<file path="config.mk">
export PLATFORM = sky130hd
export DESIGN_NAME = apu_frame_regs
export DESIGN_NICKNAME = d
export VERILOG_FILES = /design/src/rtl/apu_frame_regs.sv
export SDC_FILE = /design/constraint.sdc
export NUM_CORES = 1
export LEC_CHECK = 0
export BUFFER_PORTS_ARGS = -buffer_cell sky130_fd_sc_hd__buf_2
export CORE_MARGIN = 1.5
export CORE_UTILIZATION = 52
export CTS_CLUSTER_SIZE = 16
export DETAILED_ROUTE_END_ITERATION = 6
export PLACE_DENSITY = 0.79
export SYNTH_ARGS = -nofsm -noshare
export SYNTH_HDL_FRONTEND = slang
export SYNTH_SLANG_ARGS = --single-unit
export TNS_END_PERCENT = 30
</file>
<file path="constraint.sdc">
create_clock -name clk -period 1.92 [get_ports clk]
set_input_delay 0.192 -clock clk [delete_from_list [all_inputs] [get_ports clk]]
set_output_delay 0.192 -clock clk [all_outputs]
set_load 0.005 [all_outputs]
</file>
<file path="src/rtl/apu_frame_regs.sv">
`default_nettype none
// ============================================================================
//  Module   : apu_frame_regs
//  Purpose  : CPU-facing APU register front end and frame sequencer.
//             Latches CPU writes to $4000-$4007 into pulse register bytes
//             with registered one-clk update strobes, owns $4015 (channel
//             enables / status read) and $4017 (frame mode, IRQ inhibit),
//             and produces quarter/half frame ticks plus the frame IRQ.
//  Ports    : clk, rst           clock, synchronous active-high reset
//             cpu_ce, apu_cycle  CPU-cycle enable, APU half-rate phase
//             addr, wdata, wr    CPU write port (offset from $4000)
//             rd, rdata          CPU read port ($4015 only, comb data)
//             p0_*/p1_*          pulse register bytes and update strobes
//             en                 channel enables {dmc,noise,tri,p1,p0}
//             active, dmc_*      status inputs for the $4015 read
//             qtrframe/halfframe frame ticks, frame_irq interrupt flag
//  Revision : 1.0  initial release
// ============================================================================
module apu_frame_regs #(
  parameter int STEP1 = 7457,
  parameter int STEP2 = 14913,
  parameter int STEP3 = 22371,
  parameter int STEP4 = 29829,
  parameter int STEP5 = 37281
) (
  input  logic       clk,
  input  logic       rst,
  input  logic       cpu_ce,
  input  logic       apu_cycle,
  input  logic [4:0] addr,
  input  logic [7:0] wdata,
  input  logic       wr,
  input  logic       rd,
  output logic [7:0] rdata,
  output logic [7:0] p0_ctrl,
  output logic [7:0] p0_sweep,
  output logic [7:0] p0_timelow,
  output logic [7:0] p0_timehigh,
  output logic [7:0] p1_ctrl,
  output logic [7:0] p1_sweep,
  output logic [7:0] p1_timelow,
  output logic [7:0] p1_timehigh,
  output logic       p0_ctrl_update,
  output logic       p0_sweep_update,
  output logic       p0_len_update,
  output logic       p1_ctrl_update,
  output logic       p1_sweep_update,
  output logic       p1_len_update,
  output logic [4:0] en,
  input  logic [3:0] active,
  input  logic       dmc_active,
  input  logic       dmc_irq,
  output logic       qtrframe,
  output logic       halfframe,
  output logic       frame_irq
);

  localparam logic [15:0] T1 = 16'(STEP1);
  localparam logic [15:0] T2 = 16'(STEP2);
  localparam logic [15:0] T3 = 16'(STEP3);
  localparam logic [15:0] T4 = 16'(STEP4);
  localparam logic [15:0] T5 = 16'(STEP5);

  localparam logic [1:0] SEQ_IDLE  = 2'd0;
  localparam logic [1:0] SEQ_WAIT  = 2'd1;
  localparam logic [1:0] SEQ_APPLY = 2'd2;

  logic [1:0]  seq_state, seq_next;
  logic [1:0]  delay, delay_next;
  logic        apply, apply_ticks;
  logic        wr_en, rd_en, wr_4017, rd_4015;
  logic [15:0] count;
  logic [15:0] step_end;
  logic        mode, inhibit;
  logic        step_qtr, step_half, irq_window, wrap;

  assign wr_en   = wr & cpu_ce;
  assign rd_en   = rd & cpu_ce;
  assign wr_4017 = wr_en && (addr == 5'h17);
  assign rd_4015 = rd_en && (addr == 5'h15);

  assign rdata = (addr == 5'h15) ? {dmc_irq, frame_irq, 1'b0, dmc_active, active} : 8'h00;

  // Step comparisons on the count value present at the cpu_ce edge.
  assign step_end   = mode ? T5 : T4;
  assign step_qtr   = (count == T1) || (count == T2) || (count == T3) || (count == step_end);
  assign step_half  = (count == T2) || (count == step_end);
  assign irq_window = !mode && !inhibit &&
                      ((count == T4 - 16'd1) || (count == T4) || (count == T4 + 16'd1));
  assign wrap       = mode ? (count == T5) : (count == T4 + 16'd1);

  // ---------------- delayed counter reset sequencer ----------------
  always_ff @(posedge clk) begin
    if (rst) begin
      seq_state <= SEQ_IDLE;
      delay     <= 2'd0;
    end else begin
      seq_state <= seq_next;
      delay     <= delay_next;
    end
  end

  // The delay register holds the remaining WAIT edges minus one, so a load
  // of D-1 puts APPLY exactly D cpu_ce edges after the $4017 write.
  always_comb begin
    seq_next   = seq_state;
    delay_next = delay;
    if (wr_4017) begin
      seq_next   = SEQ_WAIT;
      delay_next = apu_cycle ? 2'd2 : 2'd3;
    end else if (cpu_ce) begin
      case (seq_state)
        SEQ_WAIT: begin
          if (delay == 2'd1) seq_next = SEQ_APPLY;
          else               delay_next = delay - 2'd1;
        end
        SEQ_APPLY: seq_next = SEQ_IDLE;
        SEQ_IDLE:  seq_next = SEQ_IDLE;
        default:   seq_next = SEQ_IDLE;
      endcase
    end
  end

  always_comb begin
    apply       = cpu_ce && (seq_state == SEQ_APPLY);
    apply_ticks = apply && mode;
  end

  // ---------------- registers, strobes, counter, IRQ ----------------
  always_ff @(posedge clk) begin
    if (rst) begin
      p0_ctrl         <= 8'h00;
      p0_sweep        <= 8'h00;
      p0_timelow      <= 8'h00;
      p0_timehigh     <= 8'h00;
      p1_ctrl         <= 8'h00;
      p1_sweep        <= 8'h00;
      p1_timelow      <= 8'h00;
      p1_timehigh     <= 8'h00;
      p0_ctrl_update  <= 1'b0;
      p0_sweep_update <= 1'b0;
      p0_len_update   <= 1'b0;
      p1_ctrl_update  <= 1'b0;
      p1_sweep_update <= 1'b0;
      p1_len_update   <= 1'b0;
      en              <= 5'd0;
      mode            <= 1'b0;
      inhibit         <= 1'b0;
      frame_irq       <= 1'b0;
      count           <= 16'd0;
      qtrframe        <= 1'b0;
      halfframe       <= 1'b0;
    end else begin
      // A timehigh write also restarts the envelope, hence ctrl_update.
      p0_ctrl_update  <= wr_en && ((addr == 5'h00) || (addr == 5'h03));
      p0_sweep_update <= wr_en && (addr == 5'h01);
      p0_len_update   <= wr_en && (addr == 5'h03);
      p1_ctrl_update  <= wr_en && ((addr == 5'h04) || (addr == 5'h07));
      p1_sweep_update <= wr_en && (addr == 5'h05);
      p1_len_update   <= wr_en && (addr == 5'h07);

      qtrframe  <= cpu_ce && (step_qtr || apply_ticks);
      halfframe <= cpu_ce && (step_half || apply_ticks);

      if (wr_en) begin
        case (addr)
          5'h00: p0_ctrl     <= wdata;
          5'h01: p0_sweep    <= wdata;
          5'h02: p0_timelow  <= wdata;
          5'h03: p0_timehigh <= wdata;
          5'h04: p1_ctrl     <= wdata;
          5'h05: p1_sweep    <= wdata;
          5'h06: p1_timelow  <= wdata;
          5'h07: p1_timehigh <= wdata;
          5'h15: en          <= wdata[4:0];
          5'h17: begin
            mode    <= wdata[7];
            inhibit <= wdata[6];
          end
          default: ;
        endcase
      end

      if (cpu_ce) begin
        if (apply || wrap) count <= 16'd0;
        else               count <= count + 16'd1;

        // Inhibit clear beats a set; a set beats the status-read clear.
        if (wr_4017 && wdata[6]) frame_irq <= 1'b0;
        else if (irq_window)     frame_irq <= 1'b1;
        else if (rd_4015)        frame_irq <= 1'b0;
      end
    end
  end

endmodule
`default_nettype wire

</file>
==> run summary, run 1 <==
====================================================================================================
Run status                                                                              complete, no violations
Signed area change from the synthesized netlist to the final layout                            21.6%
Global-route total usage across every layer                                                    0.246
Initial Util                                                                                   0.542
Wire length of the first global-routing pass                                                 16.6 mm
Clock-pin slew reported for the worst setup and hold paths after clock tree synthesis        0.09 ns
Number of setup violations in the final report                                                     0
Max-slew violations                                                                                0
Setup Fix Bufs, Post-CTS                                                                           0
Endpoint class of the critical path                                                             flop
Setup_tns                                                                                       0 ns
Slowest library cell on the worst path                                                  sky130_fd_sc_hd__or4_4
Gate Count Post-Synth                                                                            444
Final Hold Slack                                                                            0.129 ns
Number of buffers on the longest clock path                                                        2
Predominant post-synthesis flop cell                                                    sky130_fd_sc_hd__dfxtp_1
Cell types with the highest counts after synthesis                                      100 x sky130_fd_sc_hd__dfxtp_1, 94 x sky130_fd_sc_hd__nor2_1, 71 x sky130_fd_sc_hd__mux2i_1
Layout cells sized above 1                                                                     0.289
Iteration count of the initial detailed-routing pass                                               5
Critical Path RT                                                                             2.22 ns
Sequential share of the synthesized area                                                       0.474
Number of H-tree branching levels                                                                  3
Antenna violations before repair                                                                   0
Floorplan core area                                                                     0.00781 sq mm
Top cell type's share of synthesized area                                                      0.474
Count of cells resized by post-cts repair                                                          0
Count of unresolved DRC violations after routing                                                   0
Max frequency                                                                              0.561 GHz
Leakage                                                                                      2.45 nW
Routed WL per cell                                                                           15.9 um
Largest net degree at the start of global routing                                                 48
Count of unique library cells instantiated by Yosys                                               52
ANT cells                                                                                          0
Count of standard-cell rows                                                                       32
Drt total wl                                                                                 10.4 mm
Clock Sink Count                                                                                 100
Violation count after the first detailed-route iteration                                         196
Arrival time at the worst endpoint                                                           2.08 ns
Number of violations of the max-capacitance limit                                                  0
Number of hold violations in the final report                                                      0
Number of cells after detailed placement                                                         636
Port Buf Inserts                                                                                 109
Floorplan die width                                                                          93.2 um
CP Cell Sequence                                                                        ha_1 > nand3_1 > or4_4 > or3_1 > a21oi_1
Power Dens Cells                                                                         760 mW/mm^2
Area of the mapped netlist                                                              0.00423 sq mm
Launching element type of the critical path                                                     flop
Clock latency of the later-clocked register in the worst-skew pair                           0.36 ns
Final critical delay including setup and external delays                                     1.78 ns
Delay contributed by the slowest stage of the critical path                                  0.45 ns
Via count                                                                                       3527
Syn_nets                                                                                         475
Number of standard cells in the final layout excluding fillers                                   652
Path type of the worst min-delay path                                                   input pin to flop
Root cell of the clock tree                                                             sky130_fd_sc_hd__clkbuf_8
Worst Setup Path Type                                                                   flop to flop
GR Overflow Total                                                                                  0
Total number of yosys warnings                                                                     0
Final nets                                                                                       576
Most frequently used cell type in the post-synthesis netlist                            sky130_fd_sc_hd__dfxtp_1
Estimated wirelength of the detail-placed design                                             7.33 mm
CTS tree                                                                                         yes
Via count of the first global-routing pass                                                      3482
Post-route clock period utilization                                                            0.928
Full die area                                                                           0.00868 sq mm
Top Ports                                                                                        111
Die outline height                                                                           93.2 um
Syn_area_per_cell                                                                         9.52 sq um
Post-synthesis sequential element count                                                          100
Routability congestion estimate                                                                0.927
Setup repair after global routing missed its margin                                               no
Share of synthesized flip-flops with an asynchronous set or reset                                  0
Cts bufs inserted                                                                                  9
Cts-stage hold buffer count                                                                        0
Per-cell via count in the routed design                                                         5.41
Synth top area cells                                                                    sky130_fd_sc_hd__dfxtp_1 47%, sky130_fd_sc_hd__mux2i_1 17%, sky130_fd_sc_hd__nor2_1 8.3%
Post-synth top area cell                                                                sky130_fd_sc_hd__dfxtp_1
Maximum vdd drop                                                                          0.000637 V
Number of synthesized flops with an enable pin                                                     0
Worst setup skew after layout                                                             0.00352 ns
Post-route antenna net violation count                                                             0
Largest driver fanout on the critical path                                                         5
End-of-flow core utilization                                                                   0.659
====================================================================================================
[worst max-delay path: cells and delay by family, from the launching register on]
kind	cells	cell delay (ns)
compound gates	1	0.15
flops	1	0.41
simple gates	3	0.89
fa+ha+maj	1	0.27
[power by group]
| group | switching [mW] | leakage [nW] | internal [mW] | total (mW) |
|---|---|---|---|---|
| clock network | 0.749 | 0.122 | 0.877 | 1.63 |
| logic | 0.122 | 1.53 | 0.0650 | 0.187 |
| registers | 0.0104 | 0.807 | 2.08 | 2.09 |
[cell families (layout without fill, tap and decap cells)]
logic type      Yosys count  in the layout  synth area share
fa+ha+maj                 6              6            0.0178
flops                   100            100             0.474
other cells               1              1          0.000887
simple gates            185            185             0.232
mux                      72             72             0.171
buf+inv                  45            151            0.0459
xor+xnor                  9              9            0.0186
compound gates           26             26            0.0403
[placed cells by master (no fill, tap or decap), types with 2 or more instances in the layout]
cell	count
sky130_fd_sc_hd__a211oi_1	2
sky130_fd_sc_hd__a31o_2	2
sky130_fd_sc_hd__nand3b_1	3
sky130_fd_sc_hd__nand2_1	10
sky130_fd_sc_hd__and4bb_2	2
sky130_fd_sc_hd__o21ai_0	3
sky130_fd_sc_hd__nor4_1	2
sky130_fd_sc_hd__a21oi_1	10
sky130_fd_sc_hd__nor3b_1	2
sky130_fd_sc_hd__nor3_1	4
sky130_fd_sc_hd__and2_1	9
sky130_fd_sc_hd__and4_1	4
sky130_fd_sc_hd__bufinv_16	3
sky130_fd_sc_hd__nor2_1	94
sky130_fd_sc_hd__dfxtp_1	98
sky130_fd_sc_hd__nor4b_2	2
sky130_fd_sc_hd__nand2b_1	6
sky130_fd_sc_hd__nor3_2	2
sky130_fd_sc_hd__buf_2	109
sky130_fd_sc_hd__or4_1	2
sky130_fd_sc_hd__nor4bb_1	4
sky130_fd_sc_hd__inv_1	9
sky130_fd_sc_hd__ha_1	6
sky130_fd_sc_hd__xor2_1	4
sky130_fd_sc_hd__xnor2_1	5
sky130_fd_sc_hd__nand4b_1	4
sky130_fd_sc_hd__dfxtp_2	2
sky130_fd_sc_hd__nand4_1	11
sky130_fd_sc_hd__or3_1	3
sky130_fd_sc_hd__nor4_2	3
sky130_fd_sc_hd__mux2i_1	71
sky130_fd_sc_hd__nand3_1	7
sky130_fd_sc_hd__nor2b_1	4
sky130_fd_sc_hd__clkbuf_8	9
sky130_fd_sc_hd__buf_4	17
[layer usage]
| layer | share of wire | vias to the layer above | track usage |
|---|---|---|---|
| met5 | 0 | - | 0 |
| met1 | 0.43 | 1663 | 0.310 |
| li1 | - | 1719 | - |
| met2 | 0.47 | 127 | 0.402 |
| met4 | 0.016 | 0 | 0.0859 |
| met3 | 0.079 | 18 | 0.0675 |
[final cells by class]
cell class / instances / area [sq um]
Tap cell: 102 / 128
Inverter: 9 / 33.8
Clock buffer: 9 / 124
Timing Repair Buffer: 126 / 673
Multi-Input combinational cell: 299 / 2060
Clock inverter: 7 / 123
Sequential cell: 100 / 2000
Fill cell: 660 / 2670
[sequential cells by signal, summed over array words and instances, names as in the netlist, 2 cells and up]
name and flops:
p1_timehigh 8, p1_ctrl 8, p1_timelow 8, p1_sweep 8, p0_ctrl 8, p0_timehigh 8
p0_timelow 8, delay 2, en 5, seq_state 2, p0_sweep 8, count 16
[metrics by stage]
stage / power (mW) / cell area (sq um) / worst slack, ns
4_1_cts: 3.93 / 5130 / 0.0525
3_5_place_dp: 2.33 / 4890 / 0.0667
2_1_floorplan: 2.25 / 4230 / 0.211
5_1_grt: 4.05 / 5140 / 0.0234
6_report: 3.91 / 5140 / 0.138
3_3_place_gp: 2.32 / 4890 / 0.177
[path summary, 6_finish.rpt]
check        slack (ns)  startpoint            to  cells after the start
max                0.14    count[1]     count[12]                      5
min                0.13         rst  seq_state[1]                      2
max reg2reg        0.14    count[1]     count[12]                      5
min reg2reg        0.49    delay[1]      delay[1]                      2
Note: power is estimated with default switching activity, not from simulation.
==> run 2, diff against run 1 <==
CORE_ASPECT_RATIO = 0.8   (was not set)
CORE_UTILIZATION = 56   (was 52)
PLACE_DENSITY = 0.84   (was 0.79)
clock period = 2.2 ns   (was 1.92 ns; I/O delays follow)
==> run 2 against run 1 <==
  * Power down 21%
  * Maximum frequency down 3.5%
  * Clock power down 31%
  * Register-to-register slack better by 0.22 ns
  * Critical path depth unchanged
  * Setup slack better by 0.22 ns
  * Via count up 0.65%
  * Non-clock buffer count down 9
  * Count of clock-buffer cells in the layout unchanged
  * Sequential share of layout area up 1.1 points
  * Die area down 6.9%
  * Largest power group unchanged
==> run summary, run 2 (same netlist as run 1, synthesis figures left out) <==
====================================================================================================
Setup_tns                                                                                       0 ns
Full die area                                                                           0.00808 sq mm
Run status                                                                              complete, no violations
Critical Path RT                                                                             2.50 ns
Setup repair after global routing missed its margin                                               no
Most used cells in the layout excluding fill and tap cells                              109 x sky130_fd_sc_hd__buf_2, 100 x sky130_fd_sc_hd__dfxtp_1, 94 x sky130_fd_sc_hd__nor2_1, 71 x sky130_fd_sc_hd__mux2i_1, 11 x sky130_fd_sc_hd__nand4_1
Signed area change from the synthesized netlist to the final layout                            18.2%
Max-slew violations                                                                                0
Number of hold violations in the final report                                                      0
Clock-pin slew reported for the worst setup and hold paths after clock tree synthesis        0.09 ns
Port Buf Inserts                                                                                 109
Violation count after the first detailed-route iteration                                         197
CTS tree                                                                                         yes
Worst hold path cell count                                                                         3
Count of standard-cell rows                                                                       28
Total power consumption of the routed design                                                 3.11 mW
Worst Setup Path Type                                                                   flop to flop
Number of violations of the max-capacitance limit                                                  0
Area of combinational cells with multiple inputs                                        0.00205 sq mm
Number of H-tree branching levels                                                                  3
Depth of the most critical reg-to-reg path                                                         5
End-of-flow core utilization                                                                   0.679
Remaining max-slew budget at the tightest pin                                                  0.523
Setup Fix Bufs, Post-CTS                                                                           0
Iteration count of the initial detailed-routing pass                                               5
Worst setup skew after layout                                                             0.00480 ns
Launching element type of the critical path                                                     flop
Number of buffers on the longest clock path                                                        2
Antenna violations before repair                                                                   0
Launch instance of the worst register-to-register path                                      count[0]
Filler Cells Inserted                                                                            602
Crit path from                                                                              count[0]
Maximum vdd drop                                                                          0.000459 V
Top Ports                                                                                        111
Count of unresolved DRC violations after routing                                                   0
Clock Sink Count                                                                                 100
Number of setup violations in the final report                                                     0
Final critical delay including setup and external delays                                     1.85 ns
Root cell of the clock tree                                                             sky130_fd_sc_hd__clkbuf_8
Power Dens Cells                                                                         622 mW/mm^2
Wire length of the first global-routing pass                                                 16.2 mm
Largest net degree at the start of global routing                                                 76
Flip-flop count of the largest register after layout                                              16
FF-to-FF End                                                                               count[12]
Floorplan die width                                                                           100 um
Actual slew at the worst max-slew pin                                                       0.715 ns
Final nets                                                                                       567
Via count of the first global-routing pass                                                      3305
Worst Setup Slack, final                                                                    0.354 ns
Routability congestion estimate                                                                0.882
Routed WL per cell                                                                           16.1 um
Post-route antenna net violation count                                                             0
Leading cell type in the layout, fill and taps excluded                                 sky130_fd_sc_hd__buf_2
Per-cell via count in the routed design                                                         5.63
Via count                                                                                       3550
Largest driver fanout on the critical path                                                         7
Layout cells sized above 1                                                                     0.272
Arrival time at the worst endpoint                                                           2.14 ns
End point of the critical path                                                             count[12]
Die outline height                                                                           80.7 um
Leakage                                                                                      2.39 nW
Cts bufs inserted                                                                                  9
Path type of the worst min-delay path                                                   input pin to flop
Max frequency                                                                              0.542 GHz
Internal reg-to-reg setup slack                                                              0.35 ns
Post-placement worst setup slack                                                            0.392 ns
Cts-stage hold buffer count                                                                        0
Drt total wl                                                                                 10.2 mm
Endpoint class of the critical path                                                             flop
Clock latency of the later-clocked register in the worst-skew pair                           0.36 ns
Sequential cell area in the final layout                                                0.00200 sq mm
Global-route total usage across every layer                                                    0.255
GR Overflow Total                                                                                  0
Floorplan core area                                                                     0.00736 sq mm
Estimated wirelength of the detail-placed design                                             7.22 mm
ANT cells                                                                                          0
Count of cells resized by post-cts repair                                                          0
Post-route clock period utilization                                                            0.839
Largest register by flop count                                                                 count
Initial Util                                                                                   0.575
====================================================================================================
run 2: layer usage:
layer | global-route usage | vias up | part of all wire
li1 | - | 1712 | -
met1 | 0.341 | 1678 | 0.46
met2 | 0.403 | 139 | 0.45
met3 | 0.0714 | 21 | 0.072
met4 | 0.0746 | 0 | 0.015
met5 | 0 | - | 0
run 2: per-stage QoR:
step	hold slack, ns	instances	cell area, sq um
5_1_grt	0.167	631	5000
6_report	0.163	631	5000
2_1_floorplan	0.444	444	4230
3_5_place_dp	0.481	615	4800
3_3_place_gp	0.465	615	4800
4_1_cts	0.161	631	5000
run 2: area by class of cell:
class / instances / share of cell area
Inverter: 9 / 0.00676
Clock inverter: 7 / 0.0135
Tap cell: 90 / 0.0225
Clock buffer: 9 / 0.0248
Timing Repair Buffer: 117 / 0.121
Multi-Input combinational cell: 299 / 0.410
Sequential cell: 100 / 0.401
run 2: power by group:
group          switching, mW  internal [mW]
registers            0.00897           1.82
logic                  0.107         0.0536
clock network          0.679          0.439
total                  0.795           2.31
run 2: worst min-delay path by stage:
| stage | from | endpoint | slack [ns] |
|---|---|---|---|
| final | apu_cycle | delay[0] | 0.16 |
| after CTS | apu_cycle | delay[0] | 0.16 |
| after global routing | apu_cycle | delay[0] | 0.17 |
| after global placement | delay[1] | delay[1] | 0.47 |
| after detailed placement | p1_sweep[1] | p1_sweep[1] | 0.48 |
| after floorplan | delay[1] | delay[1] | 0.44 |
run 2: worst max-delay path, stage by stage, from the launching register on:
cell and delay, ns:
sky130_fd_sc_hd__dfxtp_1 0.45, sky130_fd_sc_hd__ha_1 0.29, sky130_fd_sc_hd__nand3_1 0.13, sky130_fd_sc_hd__or4_4 0.45
sky130_fd_sc_hd__or3_1 0.31, sky130_fd_sc_hd__a21oi_1 0.15
